$ cat src/rtl/bcd_updown_sync_ctr_if.sv
// bcd_updown_sync_ctr_if: control/data bundle of the BCD up/down counter.
// master drives en/up_dn/load/load_val; slave (the counter) returns q/tc/wrap/load_err.
// Optional: SEG_DECODE_EN adds the registered 7-segment bus seg (active-low a..g).
interface bcd_updown_sync_ctr_if #(
  parameter int NDIGITS = 2
);
  logic                   en;
  logic                   up_dn;
  logic                   load;
  logic [4*NDIGITS-1:0]   load_val;
  logic [4*NDIGITS-1:0]   q;
  logic                   tc;
  logic                   wrap;
  logic                   load_err;
`ifdef SEG_DECODE_EN
  logic [7*NDIGITS-1:0]   seg;

  modport master (
    output en, up_dn, load, load_val,
    input  q, tc, wrap, load_err, seg
  );

  modport slave (
    input  en, up_dn, load, load_val,
    output q, tc, wrap, load_err, seg
  );
`else
  modport master (
    output en, up_dn, load, load_val,
    input  q, tc, wrap, load_err
  );

  modport slave (
    input  en, up_dn, load, load_val,
    output q, tc, wrap, load_err
  );
`endif
endinterface

$ cat src/rtl/bcd_updown_sync_ctr.sv
// bcd_updown_sync_ctr: fully synchronous NDIGITS-digit BCD up/down counter
// with validated parallel load, terminal count, wrap and load-error pulses.
//
// Ports:
//   clk    rising-edge clock, sole clock
//   reset  synchronous, active-high
//   bus    slave side of bcd_updown_sync_ctr_if:
//            en, up_dn, load, load_val (in); q, tc, wrap, load_err (out)
//            seg (out, only with SEG_DECODE_EN)
// Build option: define SEG_DECODE_EN for the registered 7-segment outputs.
module bcd_updown_sync_ctr #(
  parameter int NDIGITS = 2
) (
  input  logic                     clk,
  input  logic                     reset,
  bcd_updown_sync_ctr_if.slave     bus
);

  localparam int W = 4 * NDIGITS;

  logic [W-1:0]         q_r;
  logic [W-1:0]         q_step;
  logic                 wrap_r;
  logic                 err_r;
  logic                 tc;
  logic                 load_ok;

  logic [NDIGITS-1:0]   dig_max;
  logic [NDIGITS-1:0]   dig_min;
  logic [NDIGITS-1:0]   dig_bad;
  // carry_up[i]: digits below i are all 9
  // borrow_dn[i]: digits below i are all 0
  logic [NDIGITS:0]     carry_up;
  logic [NDIGITS:0]     borrow_dn;

  always_comb begin
    carry_up[0]  = 1'b1;
    borrow_dn[0] = 1'b1;
    for (int i = 0; i < NDIGITS; i++) begin
      carry_up[i+1]  = carry_up[i] & dig_max[i];
      borrow_dn[i+1] = borrow_dn[i] & dig_min[i];
    end
  end

  for (genvar i = 0; i < NDIGITS; i++) begin : g_dig
    logic [3:0] dig;
    logic [3:0] ld_dig;
    logic [3:0] nxt;
    logic       up_step;
    logic       dn_step;

    assign dig        = q_r[4*i +: 4];
    assign ld_dig     = bus.load_val[4*i +: 4];
    assign dig_max[i] = (dig == 4'd9);
    assign dig_min[i] = (dig == 4'd0);
    assign dig_bad[i] = (ld_dig > 4'd9);

    assign up_step =  bus.up_dn & carry_up[i];
    assign dn_step = ~bus.up_dn & borrow_dn[i];

    always_comb begin
      nxt = dig;
      unique case (1'b1)
        up_step: nxt = dig_max[i] ? 4'd0 : dig + 4'd1;
        dn_step: nxt = dig_min[i] ? 4'd9 : dig - 4'd1;
        default: nxt = dig;
      endcase
    end

    assign q_step[4*i +: 4] = nxt;
  end

  assign load_ok = ~|dig_bad;

  // Full-range terminal: also the condition for a wrap step.
  assign tc = bus.en & ~bus.load &
              (( bus.up_dn & carry_up[NDIGITS]) |
               (~bus.up_dn & borrow_dn[NDIGITS]));

  always_ff @(posedge clk) begin
    if (reset) begin
      q_r    <= '0;
      wrap_r <= 1'b0;
      err_r  <= 1'b0;
    end else begin
      wrap_r <= tc;
      err_r  <= bus.load & ~load_ok;
      if (bus.load) begin
        if (load_ok) begin
          q_r <= bus.load_val;
        end
      end else if (bus.en) begin
        q_r <= q_step;
      end
    end
  end

  assign bus.q        = q_r;
  assign bus.tc       = tc;
  assign bus.wrap     = wrap_r;
  assign bus.load_err = err_r;

`ifdef SEG_DECODE_EN
  localparam logic [6:0] SEG_ZERO = 7'b1000000;

  function automatic logic [6:0] seg7(input logic [3:0] d);
    logic [6:0] s;
    unique case (d)
      4'd0:    s = 7'b1000000;
      4'd1:    s = 7'b1111001;
      4'd2:    s = 7'b0100100;
      4'd3:    s = 7'b0110000;
      4'd4:    s = 7'b0011001;
      4'd5:    s = 7'b0010010;
      4'd6:    s = 7'b0000010;
      4'd7:    s = 7'b1111000;
      4'd8:    s = 7'b0000000;
      4'd9:    s = 7'b0010000;
      // q never holds 10..15; blank rather than garbage
      default: s = 7'b1111111;
    endcase
    return s;
  endfunction

  logic [7*NDIGITS-1:0] seg_r;
  logic [7*NDIGITS-1:0] seg_nxt;

  for (genvar i = 0; i < NDIGITS; i++) begin : g_seg
    assign seg_nxt[7*i +: 7] = seg7(q_r[4*i +: 4]);
  end

  // Decodes the registered q, so seg trails q by one cycle.
  always_ff @(posedge clk) begin
    if (reset) begin
      seg_r <= {NDIGITS{SEG_ZERO}};
    end else begin
      seg_r <= seg_nxt;
    end
  end

  assign bus.seg = seg_r;
`endif

endmodule

$ cat src/flat_wrapper.sv
// flat-port wrapper written by rule: the top's interface ports become plain ports
module bcd_updown_sync_ctr_flat 
#(
  parameter int NDIGITS = 2
)
  (clk, reset, bus_en, bus_up_dn, bus_load, bus_load_val, bus_q, bus_tc, bus_wrap, bus_load_err);
  bcd_updown_sync_ctr_if #(.NDIGITS(NDIGITS)) bus_i ();
  input  logic clk;
  input  logic reset;
  input wire logic [$bits(bus_i.en)-1:0] bus_en;
  input wire logic [$bits(bus_i.up_dn)-1:0] bus_up_dn;
  input wire logic [$bits(bus_i.load)-1:0] bus_load;
  input wire logic [$bits(bus_i.load_val)-1:0] bus_load_val;
  output wire logic [$bits(bus_i.q)-1:0] bus_q;
  output wire logic [$bits(bus_i.tc)-1:0] bus_tc;
  output wire logic [$bits(bus_i.wrap)-1:0] bus_wrap;
  output wire logic [$bits(bus_i.load_err)-1:0] bus_load_err;
  assign bus_i.en = bus_en;
  assign bus_i.up_dn = bus_up_dn;
  assign bus_i.load = bus_load;
  assign bus_i.load_val = bus_load_val;
  assign bus_q = bus_i.q;
  assign bus_tc = bus_i.tc;
  assign bus_wrap = bus_i.wrap;
  assign bus_load_err = bus_i.load_err;
  bcd_updown_sync_ctr #(.NDIGITS(NDIGITS)) u_core (.clk(clk), .reset(reset), .bus(bus_i));
endmodule
$ cat config.mk
export PLATFORM = sky130hd
export DESIGN_NAME = bcd_updown_sync_ctr_flat
export DESIGN_NICKNAME = d
export VERILOG_FILES = /design/src/rtl/bcd_updown_sync_ctr_if.sv /design/src/rtl/bcd_updown_sync_ctr.sv /design/src/flat_wrapper.sv
export SDC_FILE = /design/constraint.sdc
export NUM_CORES = 1
export LEC_CHECK = 0
export CAP_MARGIN = 5
export CORE_MARGIN = 2
export CORE_UTILIZATION = 51
export DETAILED_ROUTE_END_ITERATION = 10
export HOLD_SLACK_MARGIN = 0.02
export PLACE_DENSITY = 0.82
export SYNTH_ARGS = -nofsm -noshare
export SYNTH_HDL_FRONTEND = slang
export SYNTH_SLANG_ARGS = --single-unit
export TNS_END_PERCENT = 1
$ cat constraint.sdc
create_clock -name clk -period 3.5 [get_ports clk]
set_input_delay 0.7 -clock clk [delete_from_list [all_inputs] [get_ports clk]]
set_output_delay 0.7 -clock clk [all_outputs]
set_load 0.02 [all_outputs]
==> results of run 1 <==
-- worst max-delay path, stage by stage --
cell	delay (ps)
clkdlybuf4s50_1	420
or4_4	440
nor2_4	100
a31oi_1	110
nor4_2	290
dlymetal6s2s_1	270
-- layout by cell type (no fill, tap or decap), types with 2 or more instances in the layout --
cell type,synthesis,routed
or3_1,2,2
nor2_1,9,9
xor2_1,2,2
a21oi_1,4,4
o211a_1,2,2
nand3b_1,2,2
a211o_1,3,3
o311ai_1,4,4
o21ai_1,5,5
nand2_1,8,8
clkdlybuf4s50_1,0,22
nand3_1,5,5
nand2b_1,3,3
a31oi_1,2,2
buf_4,0,4
a21boi_0,2,2
inv_1,7,7
dfxtp_1,10,10
nor3_1,4,4
a221oi_1,2,2
clkbuf_4,0,3
o21ai_0,5,5
-- where the power goes --
| part | internal [mW] | total (mW) | switching, mW |
|---|---|---|---|
| sequential | 0.123 | 0.149 | 0.0256 |
| combinational | 0.0701 | 0.141 | 0.0706 |
| clock | 0.0396 | 0.0782 | 0.0385 |
-- cell families (layout without fill, tap and decap cells) --
logic type	Yosys count	count (layout)	share of synthesized area [%]
AOI/OAI and AO/OA	39	39	34.3
xor gates and xnor gates	3	3	2.99
buffers and inverters	19	37	10.1
DFF	10	10	22.8
muxes	1	1	1.14
and+or+nand+nor	43	43	28.6
-- final cells by class --
type	count	area share, %
tap	16	1.79
sequential	10	17.9
inverter	7	2.34
timing repair buffer	27	23.4
clock buffer	3	2.01
multi-input combinational	86	52.6
-- layer usage --
metal	track usage, %	wire [microns]	vias up
met1	32.9	1020	451
li1	-	-	470
met3	3.97	147	4
met5	0	0	-
met2	35.8	1020	37
met4	11.2	34	0
-- worst min-delay path by stage --
stage                     cells after the start  slack (ps)             from              end
after floorplan                               2         590  u_core.bus.q[7]  u_core.bus.q[7]
after global placement                        2         530  u_core.bus.q[7]  u_core.bus.q[7]
after detailed placement                      2         540  u_core.bus.q[7]  u_core.bus.q[7]
after CTS                                     2         550  u_core.bus.q[7]  u_core.bus.q[7]
after global routing                          2         600  u_core.bus.q[7]  u_core.bus.q[7]
final                                         2         560  u_core.bus.q[7]  u_core.bus.q[7]
-- repair_timing --
item	CTS	global route
setup buffers	0	0
hold endpoints to repair	0	0
setup endpoints to repair	0	1
hold buffers	0	0
resized for setup	0	1
-- flip-flops by register name (all words and copies together), names as in the netlist --
signal / flops
u_core.bus.load_err: 1
u_core.bus.wrap: 1
u_core.bus.q: 8
-- metrics by stage --
stage,hold slack [ps],util (%),setup slack [ps]
after global placement,528,70.3,89.0
after floorplan,590,-,834
after detailed placement,545,70.3,93.0
after global routing,600,71.9,361
after CTS,550,71.7,71.6
final,557,71.9,467
==> flow_summary.json, run 1 <==
{
  "status": "finished clean",
  "stdcell_count": 149,
  "synth_nets": 128,
  "drc": 0,
  "cts.sinks": 10,
  "seqCellArea_sq_um": 200,
  "dpl.hpwl_microns": 1600,
  "cts_tree": "built",
  "overflow": 0,
  "cp-start-kind": "input pin",
  "core-area_sq_mm": 0.00156,
  "synth_area_sq_um": 878,
  "synth_top_cell_area_share_pct": 22.8,
  "clkSlewWorstSetupHoldPaths_ps": 60,
  "dr.pass1.iters": 4,
  "rows": 14,
  "arrival_ps": 2330,
  "io_buffers": 23,
  "ys_seq_area_share_pct": 22.8,
  "synth_cells": 115,
  "vias_per_cell": 6.46,
  "start_util_pct": 56.3,
  "multi_input_area_sq_um": 589,
  "final_antenna_net_count": 0,
  "p_total_mw": 0.368,
  "r2r_start": "u_core.bus.q[0]",
  "synth_edf_count": 0,
  "grt_pass1_vias": 839,
  "htreeDepth": 1,
  "hold_class": "reg2reg",
  "ir_drop_v": 0.000285,
  "cts_buffer_depth": 2,
  "maxCapViolCount": 0,
  "ys.flop_type": "dfxtp_1",
  "maxSlewViolCount": 0,
  "critPathCaptureType": "output pin",
  "finalSetupViolations": 0,
  "drt_iter0_drc": 26,
  "place_area_sq_mm": 0.00110,
  "drive_gt1_share_pct": 10.5,
  "cts_made_buffers": 3,
  "die_w_microns": 45.5,
  "finalHoldViolations": 0,
  "critical_path_class": "in2out",
  "post-route-period-util_pct": 86.6,
  "synthTopCellsByArea": "dfxtp_1, o311ai_1, nor2_1, clkbuf_1, nand2_1",
  "synth_most_common_cell": "dfxtp_1",
  "fin_skew_ps": 1.42,
  "cts_root_buf": "clkbuf_4",
  "regToRegSetupSlack_ps": 1380,
  "place_congestion": 0.770,
  "wl_per_cell_microns": 14.9,
  "synth_top_area_cell": "dfxtp_1",
  "drt_wl_total_microns": 2220,
  "setup_tns_ps": 0,
  "die_area_sq_mm": 0.00207,
  "rr_endpoint": "u_core.bus.q[5]",
  "dp_cells": 146,
  "ys_async_sr_fraction_pct": 0,
  "nets": 148,
  "diodes": 0,
  "r2r_cells": 6,
  "worstPathMaxFanout": 2,
  "p_leak_nw": 0.417,
  "areaGrowthSynthToFinish_pct": 27.6,
  "fillCellCount": 130,
  "syn_avg_cell_area_sq_um": 7.64,
  "period_minus_slack_ps": 3030,
  "synth.distinct_cells": 44,
  "finalInstanceArea_sq_mm": 0.00112,
  "startpoint": "bus_up_dn",
  "grt_pass1_wl_microns": 3660,
  "synthTopCellsByCount": "dfxtp_1, nor2_1, clkbuf_1, nand2_1, inv_1",
  "slew_headroom_pct": 62.2,
  "required_ps": 2800,
  "cellPowerDensity_mw_per_mm2": 328,
  "cp-endpoint": "bus_tc",
  "ios": 24,
  "grt_start_max_net_pins": 18,
  "fmax_mhz": 330,
  "die_height_microns": 45.5,
  "yosys_warnings": 0,
  "grt.total_usage_pct": 23.8,
  "antenna_found_initial": 0,
  "synth-seq-cells": 10,
  "insertion_delay_ps": 260,
  "rsz0062_at_grt": "false",
  "max_slew.worst_pin.slew_ps": 566,
  "via_count": 962
}
(Power assumes the default switching activity.)
==> run 2: changes to the inputs <==
Settings changed: CAP_MARGIN 5 to default, CORE_ASPECT_RATIO from default to 0.75, CORE_UTILIZATION 51 to 47, PLACE_DENSITY 0.82 to 0.76.
Clock period 3.5 ns to 3.32 ns, I/O delays scaled along.
==> flow_summary.json, run 2 (synthesis gave the netlist of run 1 again) <==
{
  "cellPowerDensity_mw_per_mm2": 364,
  "period_minus_slack_ps": 3050,
  "insertion_delay_ps": 270,
  "wl_per_cell_microns": 14.5,
  "cp-start-kind": "input pin",
  "p_leak_nw": 0.421,
  "grt_pass1_wl_microns": 3600,
  "critical_path_class": "in2out",
  "rows": 13,
  "maxSlewViolCount": 0,
  "die_height_microns": 41.4,
  "fin_skew_ps": 3.03,
  "drt_iter0_drc": 21,
  "p_total_mw": 0.420,
  "crit_chain": "clkdlybuf4s50_1 > or4_4 > nor2_4 > a31oi_1 > nor4_2 > dlygate4sd2_1",
  "status": "finished clean",
  "drive_gt1_share_pct": 12.5,
  "grt.total_usage_pct": 21.8,
  "finalInstanceArea_sq_mm": 0.00115,
  "io_buffers": 23,
  "hold_class": "reg2reg",
  "cp_slowest_stage_delay_ps": 440,
  "rsz0062_at_grt": "false",
  "clkSlewWorstSetupHoldPaths_ps": 60,
  "ir_drop_v": 0.000262,
  "dr_wl_met3_microns": 147,
  "required_ps": 2660,
  "drc": 0,
  "cts_resized": 1,
  "die_area_sq_mm": 0.00223,
  "antenna_found_initial": 0,
  "fmax_mhz": 328,
  "grt_start_max_net_pins": 18,
  "overflow": 0,
  "final_antenna_net_count": 0,
  "ios": 24,
  "fillCellCount": 147,
  "finalHoldViolations": 0,
  "areaGrowthSynthToFinish_pct": 31.3,
  "hold_buffers": 0,
  "slew_headroom_pct": 61.4,
  "cts_setup_buffers": 0,
  "largest_register_ffs": 8,
  "cts.sinks": 10,
  "maxCapViolCount": 0,
  "crit_slowest_cell": "or4_4",
  "grt_pass1_vias": 773,
  "top_layer_used": "met4",
  "via_count": 946,
  "critPathCaptureType": "output pin",
  "htreeDepth": 1,
  "finalSetupViolations": 0,
  "layout_common_cells": "clkdlybuf4s50_1, dfxtp_1, nor2_1",
  "cts_buffer_depth": 2,
  "layout_commonest_cell": "clkdlybuf4s50_1",
  "dpl.hpwl_microns": 1680,
  "arrival_ps": 2380,
  "max_slew.worst_pin.slew_ps": 578,
  "met1_length_microns": 1110,
  "dr.pass1.iters": 4,
  "place_area_sq_mm": 0.00112,
  "drt_wl_total_microns": 2300,
  "cts_made_buffers": 3,
  "start_util_pct": 50.5,
  "core-area_sq_mm": 0.00174,
  "worstPathMaxFanout": 2,
  "nets": 150,
  "post-route-period-util_pct": 91.8,
  "cts_tree": "built",
  "die_w_microns": 53.9,
  "met2_length_microns": 1020,
  "place_congestion": 0.813,
  "cts_root_buf": "clkbuf_4",
  "vias_per_cell": 5.99,
  "diodes": 0
}
-- run 2: cell types whose count changed in the layout (fill, tap and decap cells not counted) --
| cell | change |
|---|---|
| buf_4 | +2 |
| clkbuf_8 | +1 |
| dlygate4sd2_1 | +1 |
| dlymetal6s2s_1 | -1 |
-- run 2: worst paths after layout --
| kind | from | endpoint | slack [ps] | depth (start not counted) |
|---|---|---|---|---|
| max | bus_up_dn | bus_tc | 270 | 6 |
| max reg2reg | u_core.bus.q[1] | u_core.bus.q[5] | 1160 | 6 |
| min reg2reg | u_core.bus.q[7] | u_core.bus.q[7] | 550 | 2 |
| min | u_core.bus.q[7] | u_core.bus.q[7] | 550 | 2 |
-- run 2: where the power goes --
part / internal, mW / total (mW) / switching, mW
logic: 0.0764 / 0.157 / 0.0806
registers: 0.130 / 0.152 / 0.0221
clock network: 0.0667 / 0.111 / 0.0443
total: 0.273 / 0.420 / 0.147
-- run 2: per-stage QoR --
step	utilization, %	cells	hold slack, ps	worst slack, ps	setup TNS [ps]
2_1_floorplan	-	115	590	726	0
3_3_place_gp	64.3	154	533	-28.0	-28.0
3_5_place_dp	64.3	154	544	-25.1	-25.1
4_1_cts	66.3	158	553	261	0
5_1_grt	66.3	158	575	125	0
6_report	66.3	158	550	274	0
-- run 2: metal layers --
metal,up-vias,global-route usage (%)
met3,2,3.24
met4,0,8.21
met1,436,32.8
li1,472,-
met2,36,30.5
met5,-,0
-- run 2: critical path, delay by kind of cell --
kind            cells  cell delay (ps)
compound gates      1              100
buf+inv             2              790
simple gates        3              830
-- run 2: final cells by class --
class	count	area, sq um	area share, %
Tap cell	22	27.5	2.39
Inverter	7	26.3	2.28
Timing Repair Buffer	29	274	23.8
Multi-Input combinational cell	86	589	51.1
Clock buffer	4	36.3	3.15
Sequential cell	10	200	17.4
==> run 3: changes to the inputs <==
Settings changed: CAP_MARGIN from default to 0, SLEW_MARGIN from default to 20.
==> results of run 3 <==
The final DEF is identical to that of run 2; final timing and power are the same.
